`config.mk`:
```
export PLATFORM = sky130hd
export DESIGN_NAME = trig_burst_gen
export DESIGN_NICKNAME = d
export VERILOG_FILES = /design/src/rtl/trig_burst_gen.sv
export SDC_FILE = /design/constraint.sdc
export NUM_CORES = 1
export LEC_CHECK = 0
export CELL_PAD_IN_SITES_DETAIL_PLACEMENT = 2
export CELL_PAD_IN_SITES_GLOBAL_PLACEMENT = 2
export CORE_MARGIN = 5
export CORE_UTILIZATION = 33
export CTS_CLUSTER_DIAMETER = 120
export DETAILED_ROUTE_END_ITERATION = 6
export PLACE_DENSITY = 0.8
export SLEW_MARGIN = 20
export SYNTH_ARGS = -nofsm -noshare
export SYNTH_HDL_FRONTEND = slang
export SYNTH_SLANG_ARGS = --single-unit
```
`constraint.sdc`:
```
create_clock -name I_clk_125mhz -period 4 [get_ports I_clk_125mhz]
set_clock_uncertainty 0.05 [all_clocks]
set_input_delay 0.6 -clock I_clk_125mhz [delete_from_list [all_inputs] [get_ports I_clk_125mhz]]
set_output_delay 0.6 -clock I_clk_125mhz [all_outputs]
set_load 0.02 [all_outputs]
```
`src/rtl/trig_burst_gen.sv`:
```
// Trigger pulse-train generator: on a synchronised rising edge of I_Trig_in it emits
// I_Trig_Num pulses of PULSE_W cycles, spaced max(I_Trig_Step, PULSE_W+1) cycles apart.
//
// state  | meaning
// S_IDLE | waiting for a trigger rise; O_Done may pulse here for one cycle
// S_HIGH | O_Trig high, phase counter times the PULSE_W high time
// S_LOW  | O_Trig low, phase counter times the gap to the next rising edge
module trig_burst_gen #(
    parameter int PULSE_W = 4,
    parameter int CNT_W   = 32
) (
    input  logic             I_clk_125mhz,
    input  logic             I_Rst_n,
    input  logic             I_Trig_in,
    input  logic [CNT_W-1:0] I_Trig_Num,
    input  logic [CNT_W-1:0] I_Trig_Step,
    input  logic             I_Abort,
    output logic             O_Trig,
    output logic             O_Busy,
    output logic             O_Done,
    output logic [CNT_W-1:0] O_Pulse_Cnt
);

    localparam logic [CNT_W-1:0] C_STEP_MIN  = CNT_W'(PULSE_W + 1);
    localparam logic [CNT_W-1:0] C_HIGH_LAST = CNT_W'(PULSE_W - 1);

    typedef enum logic [1:0] {
        S_IDLE,
        S_HIGH,
        S_LOW
    } state_t;

    state_t           r_state;
    logic             r_s1;
    logic             r_s2;
    logic             r_s3;
    logic             r_trig;
    logic             r_busy;
    logic             r_done;
    logic [CNT_W-1:0] r_cnt;
    logic [CNT_W-1:0] r_num;
    logic [CNT_W-1:0] r_step;
    logic [CNT_W-1:0] r_phase;

    logic             w_rise;
    logic [CNT_W-1:0] w_step_eff;
    logic [CNT_W-1:0] w_low_last;

    assign w_rise     = r_s2 & ~r_s3;
    // Clamping the step keeps at least one low cycle between pulses.
    assign w_step_eff = (I_Trig_Step < C_STEP_MIN) ? C_STEP_MIN : I_Trig_Step;
    // Low phase lasts step - PULSE_W cycles; the down-counter ends at zero.
    assign w_low_last = r_step - C_STEP_MIN;

    always_ff @(posedge I_clk_125mhz or negedge I_Rst_n) begin
        if (!I_Rst_n) begin
            r_state <= S_IDLE;
            r_s1    <= 1'b0;
            r_s2    <= 1'b0;
            r_s3    <= 1'b0;
            r_trig  <= 1'b0;
            r_busy  <= 1'b0;
            r_done  <= 1'b0;
            r_cnt   <= '0;
            r_num   <= '0;
            r_step  <= '0;
            r_phase <= '0;
        end else begin
            r_s1   <= I_Trig_in;
            r_s2   <= r_s1;
            r_s3   <= r_s2;
            r_done <= 1'b0;
            case (r_state)
                S_IDLE: begin
                    // A rise coinciding with O_Done is dropped so bursts never chain.
                    if (w_rise && !r_done && !I_Abort) begin
                        r_num  <= I_Trig_Num;
                        r_step <= w_step_eff;
                        if (I_Trig_Num == '0) begin
                            r_done <= 1'b1;
                            r_cnt  <= '0;
                        end else begin
                            r_state <= S_HIGH;
                            r_trig  <= 1'b1;
                            r_busy  <= 1'b1;
                            r_cnt   <= CNT_W'(1);
                            r_phase <= C_HIGH_LAST;
                        end
                    end
                end
                S_HIGH: begin
                    if (I_Abort) begin
                        r_state <= S_IDLE;
                        r_trig  <= 1'b0;
                        r_busy  <= 1'b0;
                    end else if (r_phase != '0) begin
                        r_phase <= r_phase - 1'b1;
                    end else if (r_cnt == r_num) begin
                        r_state <= S_IDLE;
                        r_trig  <= 1'b0;
                        r_busy  <= 1'b0;
                        r_done  <= 1'b1;
                    end else begin
                        r_state <= S_LOW;
                        r_trig  <= 1'b0;
                        r_phase <= w_low_last;
                    end
                end
                S_LOW: begin
                    if (I_Abort) begin
                        r_state <= S_IDLE;
                        r_busy  <= 1'b0;
                    end else if (r_phase != '0) begin
                        r_phase <= r_phase - 1'b1;
                    end else begin
                        r_state <= S_HIGH;
                        r_trig  <= 1'b1;
                        r_cnt   <= r_cnt + 1'b1;
                        r_phase <= C_HIGH_LAST;
                    end
                end
                default: begin
                    r_state <= S_IDLE;
                    r_trig  <= 1'b0;
                    r_busy  <= 1'b0;
                end
            endcase
        end
    end

    assign O_Trig      = r_trig;
    assign O_Busy      = r_busy;
    assign O_Done      = r_done;
    assign O_Pulse_Cnt = r_cnt;

endmodule
```
# --- After elaboration in Yosys (flattened, before gate mapping) ---
# Cells that the tools add are included.
# Widths: inputs -> output; s select.
word_totals:
  register_bits: 136
  latch_bits: 0
  ram_bits: 0
  romBits: 0
  inputBits: 68
  memories: 0
classes:
  add_sub_neg: 3
  multipliers: 0
  n_div: 0
  magnitude_cmp: 1
  n_eq_ne: 13
  shifts: 0
  n_mux: 40
  bitwise: 2
  n_reduce_logical: 15
ops:
  columns: ["op", "n"]
  rows:
  - ["$mux 32", 11]
  - ["$pmux 32 s3", 1]
  - ["$pmux 32 s2", 1]
  - ["$add 32x1->32 const B", 1]
  - ["$eq 32x32->1", 1]
  - ["$logic_not 32->1", 1]
  - ["$lt 32x3->1 const B", 1]
  - ["$reduce_bool 32->1", 1]
  - ["$sub 32x1->32 const B", 1]
  - ["$sub 32x3->32 const B", 1]
  - ["$mux 1", 16]
  - ["$mux 2", 7]
  - ["$ne 2x2->1 const B", 6]
  - ["$ne 3x3->1 const B", 4]
  - ["$reduce_and 5->1", 2]
  - ["$reduce_and 4->1", 2]
  - ["$pmux 1 s3", 2]
  - ["$pmux 2 s3", 1]
  - ["$reduce_and 6->1", 1]
  - ["$reduce_bool 3->1", 1]
  - ["$eq 2x1->1 const B", 1]
  - ["$eq 2x2->1 const B", 1]
  - ["$logic_and 1x1->1", 2]
  - ["$logic_not 1->1", 2]
  - ["6 further kinds", 6]

# --- Longest topological paths before layout ---
# Gate-level depths: netlist of run 1.
logic_depth:
  depth_word: 6
  mapped_depth: 12
  depth_no_buf: 9

# --- Worst setup path after synthesis of run 1 ---
# No wires, ideal clock.
synth_path:
  path_type: "reg-to-reg"
  start: "register r_phase[0]"
  end: "register r_cnt[18], in the netlist O_Pulse_Cnt[18]"
  setup_time_ns: 0.078
  arrival_time_ns: 2.754
  required_time_ns: 3.872
  path_slack_ns: 1.118
  stages_incl_launch_ff: 10
  path_buffers: 1
  path_cell_list: "dfrtp_1 > inv_1 > ha_1 > nor3b_1 > nand4_1 > o41a_1 > or4_1 > buf_2 > or3_1 > a21oi_1"
synth_via:
  elab_chain_len: 3
synth_rtl:
  columns: ["element", "line", "source"]
  rows:
  - ["start, declared", "43", "logic [CNT_W-1:0] r_phase;"]
  - ["start signal, assigned", "97", "r_phase <= r_phase - 1'b1;"]
  - ["start signal, assigned", "106", "r_phase <= w_low_last;"]
  - ["start signal, assigned", "114", "r_phase <= r_phase - 1'b1;"]
  - ["$reduce_bool 32->1", "113", "end else if (r_phase != '0) begin"]
  - ["$ne 2x2->1 (no source line)", null, null]
  - ["$reduce_and 4->1 (no source line)", null, null]
  - ["end signal, assigned", "118", "r_cnt <= r_cnt + 1'b1;"]
  - ["end, declared", "40", "logic [CNT_W-1:0] r_cnt;"]
# Every way passes these cells.
# A chain may end at the register's enable or synchronous reset.

# --- Worst setup path after layout of run 1 ---
# Ends and elaborated chain as after synthesis.

==> results of run 1 <==
-- worst max-delay path by stage --
stage / startpoint / end / slack, ns / cells after the start
finish: r_phase[0] / O_Pulse_Cnt[18] / 0.34 / 9
global route: r_phase[0] / O_Pulse_Cnt[18] / 0.23 / 9
CTS: r_phase[0] / O_Pulse_Cnt[18] / 0.36 / 9
detailed placement: I_Abort / r_phase[6] / 0.33 / 9
global placement: I_Abort / r_phase[6] / 0.42 / 9
floorplan: r_phase[0] / O_Pulse_Cnt[18] / 1.12 / 9
-- stage by stage --
stage	cells	utilization, %
detailed placement	1289	39.8
floorplan	924	-
global placement	1289	39.8
CTS	1321	42.4
global route	1321	42.4
finish	1321	42.4
-- cells by family after synthesis --
logic type	count (synthesis)	share of synthesized area [%]
simple gates	493	30.4
buf+inv	55	2.72
mux	4	0.540
compound gates	156	12.3
flops	136	44.5
xor+xnor	73	8.36
fa+ha+maj	7	1.15
-- registers in the layout, summed over array words and instances (netlist names), 2 cells and up --
name,count
r_num,32
r_phase,32
r_state,2
r_step,32
O_Pulse_Cnt,32
-- placed cells by master, fill, tap and decap left out, drive strengths merged, types with 22 or more instances in the layout --
cell,instances
nand2,240
dfrtp,136
clkdlybuf4s50,101
nor2,71
o21ai,61
xor2,53
a21oi,46
nor4,34
nor3,33
nand3,25
buf,22
-- area by class of cell --
cell class	count	share of cell area (%)
inverters	12	0.468
clock buffers	18	4.56
clock inverters	14	1.53
repair buffers	123	12.4
flip-flops and latches	136	35.3
well taps	285	3.70
multi-input cells	733	42.0
-- per-layer routing --
layer | vias to the layer above | GRT usage (%)
li1 | 3409 | -
met1 | 3806 | 32.7
met2 | 150 | 36.9
met3 | 29 | 4.21
met4 | 0 | 5.31
met5 | - | 0
-- power by group --
| group | switching, mW | internal (mW) |
|---|---|---|
| registers | 0.600 | 1.85 |
| clock network | 0.675 | 0.938 |
| logic | 1.95 | 1.13 |
| total | 3.22 | 3.91 |
==> metrics.txt, run 1 <==
outcome finished clean; share of the synthesized area in the top cell type around 44%; slowest stage delay, CP 0.82 ns; Synth area leaders dfrtp_1 44%, nand2_1 12%, xor2_1 6.1%, o21ai_0 3.9%, nor2_1 3.5%; R2R setup slack about 0.34 ns; routed metal-1 wire length between 10,000 and 15,000 um; r2r worst-path depth 9; WS Path Type reg2reg; Startpoint Class flop; Critical Path Slowest Stage Cell or4_1; Synth top cells by count 240 x nand2_1, 136 x dfrtp_1, 71 x nor2_1, 59 x o21ai_0, 53 x xor2_1; hold_buf cts 0; via count about 7,400; multi-input logic area slightly above 4000 sq um; nets@finish around 1,100; Final Worst Setup Slack around 0.34 ns; Site Rows 55; RSZ-0062 raised after global routing false; Slew Viols, Final 0; WL met2 13,900 um; number of gates resized after CTS 0; io pins slightly above 100; CTS Buffer Depth 2; global route overflow 0; I/O Buffers about 100; Final Setup Violations 0; die area roughly 26,000 sq um; Avg Inst Size Synth approximately 8.3 sq um; post-route ant nets 0; Worst-Margin Slew a little over 0.8 ns; P&R area growth vs syn 25.9%; Critical Path End Type flop; worst path buffer plus inverter count 2; Place WS 0.325 ns; GRT Total Usage between 20% and 30%; R2R Path End O_Pulse_Cnt[18]; Reg clk slew, reported paths ~0.07 ns; DRT iter0 DRCs 421; Yosys cell types a little over 60; max layer used met4; Fin Setup TNS 0 ns; Post-Syn Nets about 1,000; Mapped Cells slightly above 900; Peak VDD IR 0.323 mV; Setup Fix Bufs, Post-CTS 0; period utilization slightly above 90%; Die Height roughly 160 um; largest net degree at the start of global routing 80; most frequent cell after synthesis nand2_1; Hold/Removal Path Class in2async; layout cells sized above 1 under 10%; CP Max Fanout 16; Seq cells post-synth approximately 140; Via density around 5.6; asr flop ratio synth between 90% and 100%; root buffer cell clkbuf_16; CTS tree yes; Yosys top cell by area dfrtp_1; sequential element share of the synthesized area about 44%; Synth Warn # 0; WL met3 between 1000 and 1500 um; EDFF count, synth 0; CTS H-tree lvls 4; Design Power just over 7 mW; Final Hold Vio Count 0; Clock Sinks 136; max cap viols 0; n_diodes 0; worst skew pair latency between 0.4 and 0.5 ns; CP arrival just under 4 ns; dpl cell area ~9000 sq um; ys flop type dfrtp_1; CTS buffer count 17; number of remaining DRC errors 0; mapped cell area between 7000 and 8000 sq um; max_slew headroom between 40% and 50%; R2R Path Start r_phase[0]; Static Leakage ~4.3 nW; final instance area 9630 sq um; pwr dens 741 nW/um^2; min Tclk post-route 3.66 ns; CP delay by family, top simple AND/OR/NAND/NOR gates; vias in the first global route slightly above 8,000; TritonRoute pass-1 iters 4; crit path cell chain inv_1 -> ha_1 -> nor3b_1 -> nand4_1 -> buf_4 -> o41a_1 -> or4_1 -> or3_1 -> a21oi_1; Die W 162 um; DRT Wirelength approximately 30,000 um; Max Fclk roughly 0.27 GHz; placed wire-length estimate 21,400 um; routability cong. between 0.8 and 0.9; Required @ worst endpoint roughly 4.3 ns; post-DR wirelength/cell roughly 23 um; CORE AREA around 23,000 sq um; starting density of the core 33.7%; first-pass GRT wire length 47,600 um; worst hold slack between 0.15 and 0.2 ns; antenna violations before repair 0; FILL cells about 2,600; FF+latch area around 3400 sq um
Note: power is estimated with default switching activity, not from simulation.
==> run 2, diff against run 1 <==
Settings changed: CORE_ASPECT_RATIO set to 0.6, CTS_CLUSTER_SIZE set to 30.
==> run 2 against run 1 <==
Sequential power about the same. Clock-buffer cell count down 1. Largest power group unchanged. Critical endpoint is now O_Pulse_Cnt[25]. Clock power up 5%. Register-to-register slack worse by 0.12 ns. Via count up 0.68%. Power up 2.7%.
==> metrics.txt, run 2 (same netlist as run 1, synthesis figures left out) <==
max cap viols 0; CP arrival 4.09 ns; Clock Sinks approximately 140; Worst-Margin Slew between 0.7 and 0.8 ns; TritonRoute pass-1 iters 5; first-pass GRT wire length between 40,000 and 50,000 um; crit path cell chain inv_1 -> ha_1 -> nor3b_1 -> nand4_1 -> buf_4 -> o41ai_1 -> nand4_1 -> or2_1 -> or3_1 -> a21oi_1; DRT Wirelength around 32,000 um; largest net degree at the start of global routing between 70 and 80; CTS Buffer Depth 2; Critical Path End Type flop; CORE AREA roughly 23,000 sq um; Slew Viols, Final 0; most frequent cell on the critical path nand4_1; Hold/Removal Path Class in2async; layout cells sized above 1 7.16%; Via density ~5.5; number of remaining DRC errors 0; starting density of the core 33.3%; clock share of power around 23%; Startpoint Class flop; Die Height roughly 130 um; placed wire-length estimate ~23,000 um; antenna violations before repair 1; CTS tree yes; post-route ant nets 0; worst skew pair latency about 0.44 ns; Critical Path Slowest Stage Cell o41ai_1; Comb pwr share 43.5%; Die W 207 um; CTS H-tree lvls 4; Reg clk slew, reported paths ~0.070 ns; commonest non-fill, non-tap cells in the layout 239 x nand2_1, 136 x dfrtp_1, 101 x clkdlybuf4s50_1; pwr dens roughly 760 nW/um^2; slowest stage delay, CP between 0.6 and 0.7 ns; root buffer cell clkbuf_16; global route overflow 0; GRT Total Usage between 20% and 30%; DRT iter0 DRCs 466; Peak VDD IR 0.386 mV; max_slew headroom between 40% and 50%; post-DR wirelength/cell around 23 um; Final Setup Violations 0; I/O Buffers roughly 100; RSZ-0062 raised after global routing false; routability cong. 0.854; n_diodes 0; P_int just under 4 mW; Psw ~3.4 mW; vias in the first global route roughly 7,900; P&R area growth vs syn 26.6%; outcome finished clean; R2R setup slack around 0.22 ns; r2r worst-path depth 10; Final Hold Vio Count 0; Static Leakage between 4 and 5 nW; nets@finish about 1,100; sequential share of power roughly a third; Fin Setup TNS 0 ns; die area approximately 26,000 sq um; utilization after layout a little over two fifths; Site Rows 43; CP Max Fanout 8; sw frac a little under half; R2R Path Start r_phase[0]; io pins a little over 100; WS Path Type reg2reg; Setup Fix Bufs, Post-CTS 0; commonest non-fill, non-tap cell in the layout nand2_1; min Tclk post-route about 3.8 ns; CTS buffer count 17; period utilization between 90% and 100%; via count ~7,400; Max Fclk ~0.26 GHz; Required @ worst endpoint ~4.3 ns; R2R Path End O_Pulse_Cnt[25]
## run 2: power by group through the flow
stage	Clock (mW)	Combinational [mW]	Sequential, mW
6_report	1.69	3.18	2.45
5_1_grt	1.78	3.47	2.50
4_1_cts	1.72	3.14	2.44
3_5_place_dp	0	3.08	2.45
3_3_place_gp	0	2.94	2.40
2_1_floorplan	0	1.88	2.28
## run 2: layout make-up
type	count	area [sq um]
Multi-Input combinational cell	733	4050
Sequential cell	136	3400
Clock buffer	17	425
Fill cell	2558	13300
Clock inverter	15	189
Timing Repair Buffer	121	1180
Inverter	12	45.0
Tap cell	315	394
## run 2: layer usage
metal | track usage [%] | share of wire (%) | vias up
li1 | - | - | 3401
met1 | 38.0 | 53 | 3821
met2 | 33.9 | 41 | 194
met3 | 5.76 | 5.7 | 26
met4 | 4.30 | 0.82 | 2
met5 | 0 | 0.063 | -
## run 2: worst max path at each step
| stage | to | startpoint | slack, ns |
|---|---|---|---|
| 2_1_floorplan | O_Pulse_Cnt[18] | r_phase[0] | 1.12 |
| 3_3_place_gp | O_Pulse_Cnt[25] | r_phase[0] | 0.52 |
| 3_5_place_dp | O_Pulse_Cnt[25] | r_phase[0] | 0.29 |
| 4_1_cts | O_Pulse_Cnt[25] | r_phase[8] | 0.21 |
| 5_1_grt | O_Pulse_Cnt[25] | r_phase[0] | 0.03 |
| 6_report | O_Pulse_Cnt[25] | r_phase[0] | 0.22 |
## run 2: timing repair
item | in CTS | in global routing
hold buffers | 0 | 0
endpoints found under the setup margin | 0 | 1
resized for setup | 0 | 1
## run 2: through the flow
stage               power, mW  hold WS, ns  setup WS, ns  cell area, sq um  instances
finish                   7.32        0.129         0.224              9690       1349
global route             7.75        0.185        0.0340              9690       1349
CTS                      7.30        0.174         0.209              9680       1349
detailed placement       5.52        0.295         0.294              9060       1317
global placement         5.34        0.287         0.521              9060       1317
floorplan                4.16        0.254          1.12              7650        924
## run 2: worst max-delay path: cells and delay by family (launching register included)
family          cells  cell delay (ns)
simple gates        5             1.85
compound gates      2             0.81
flops               1             0.41
buf+inv             2             0.34
fa+ha+maj           1             0.23
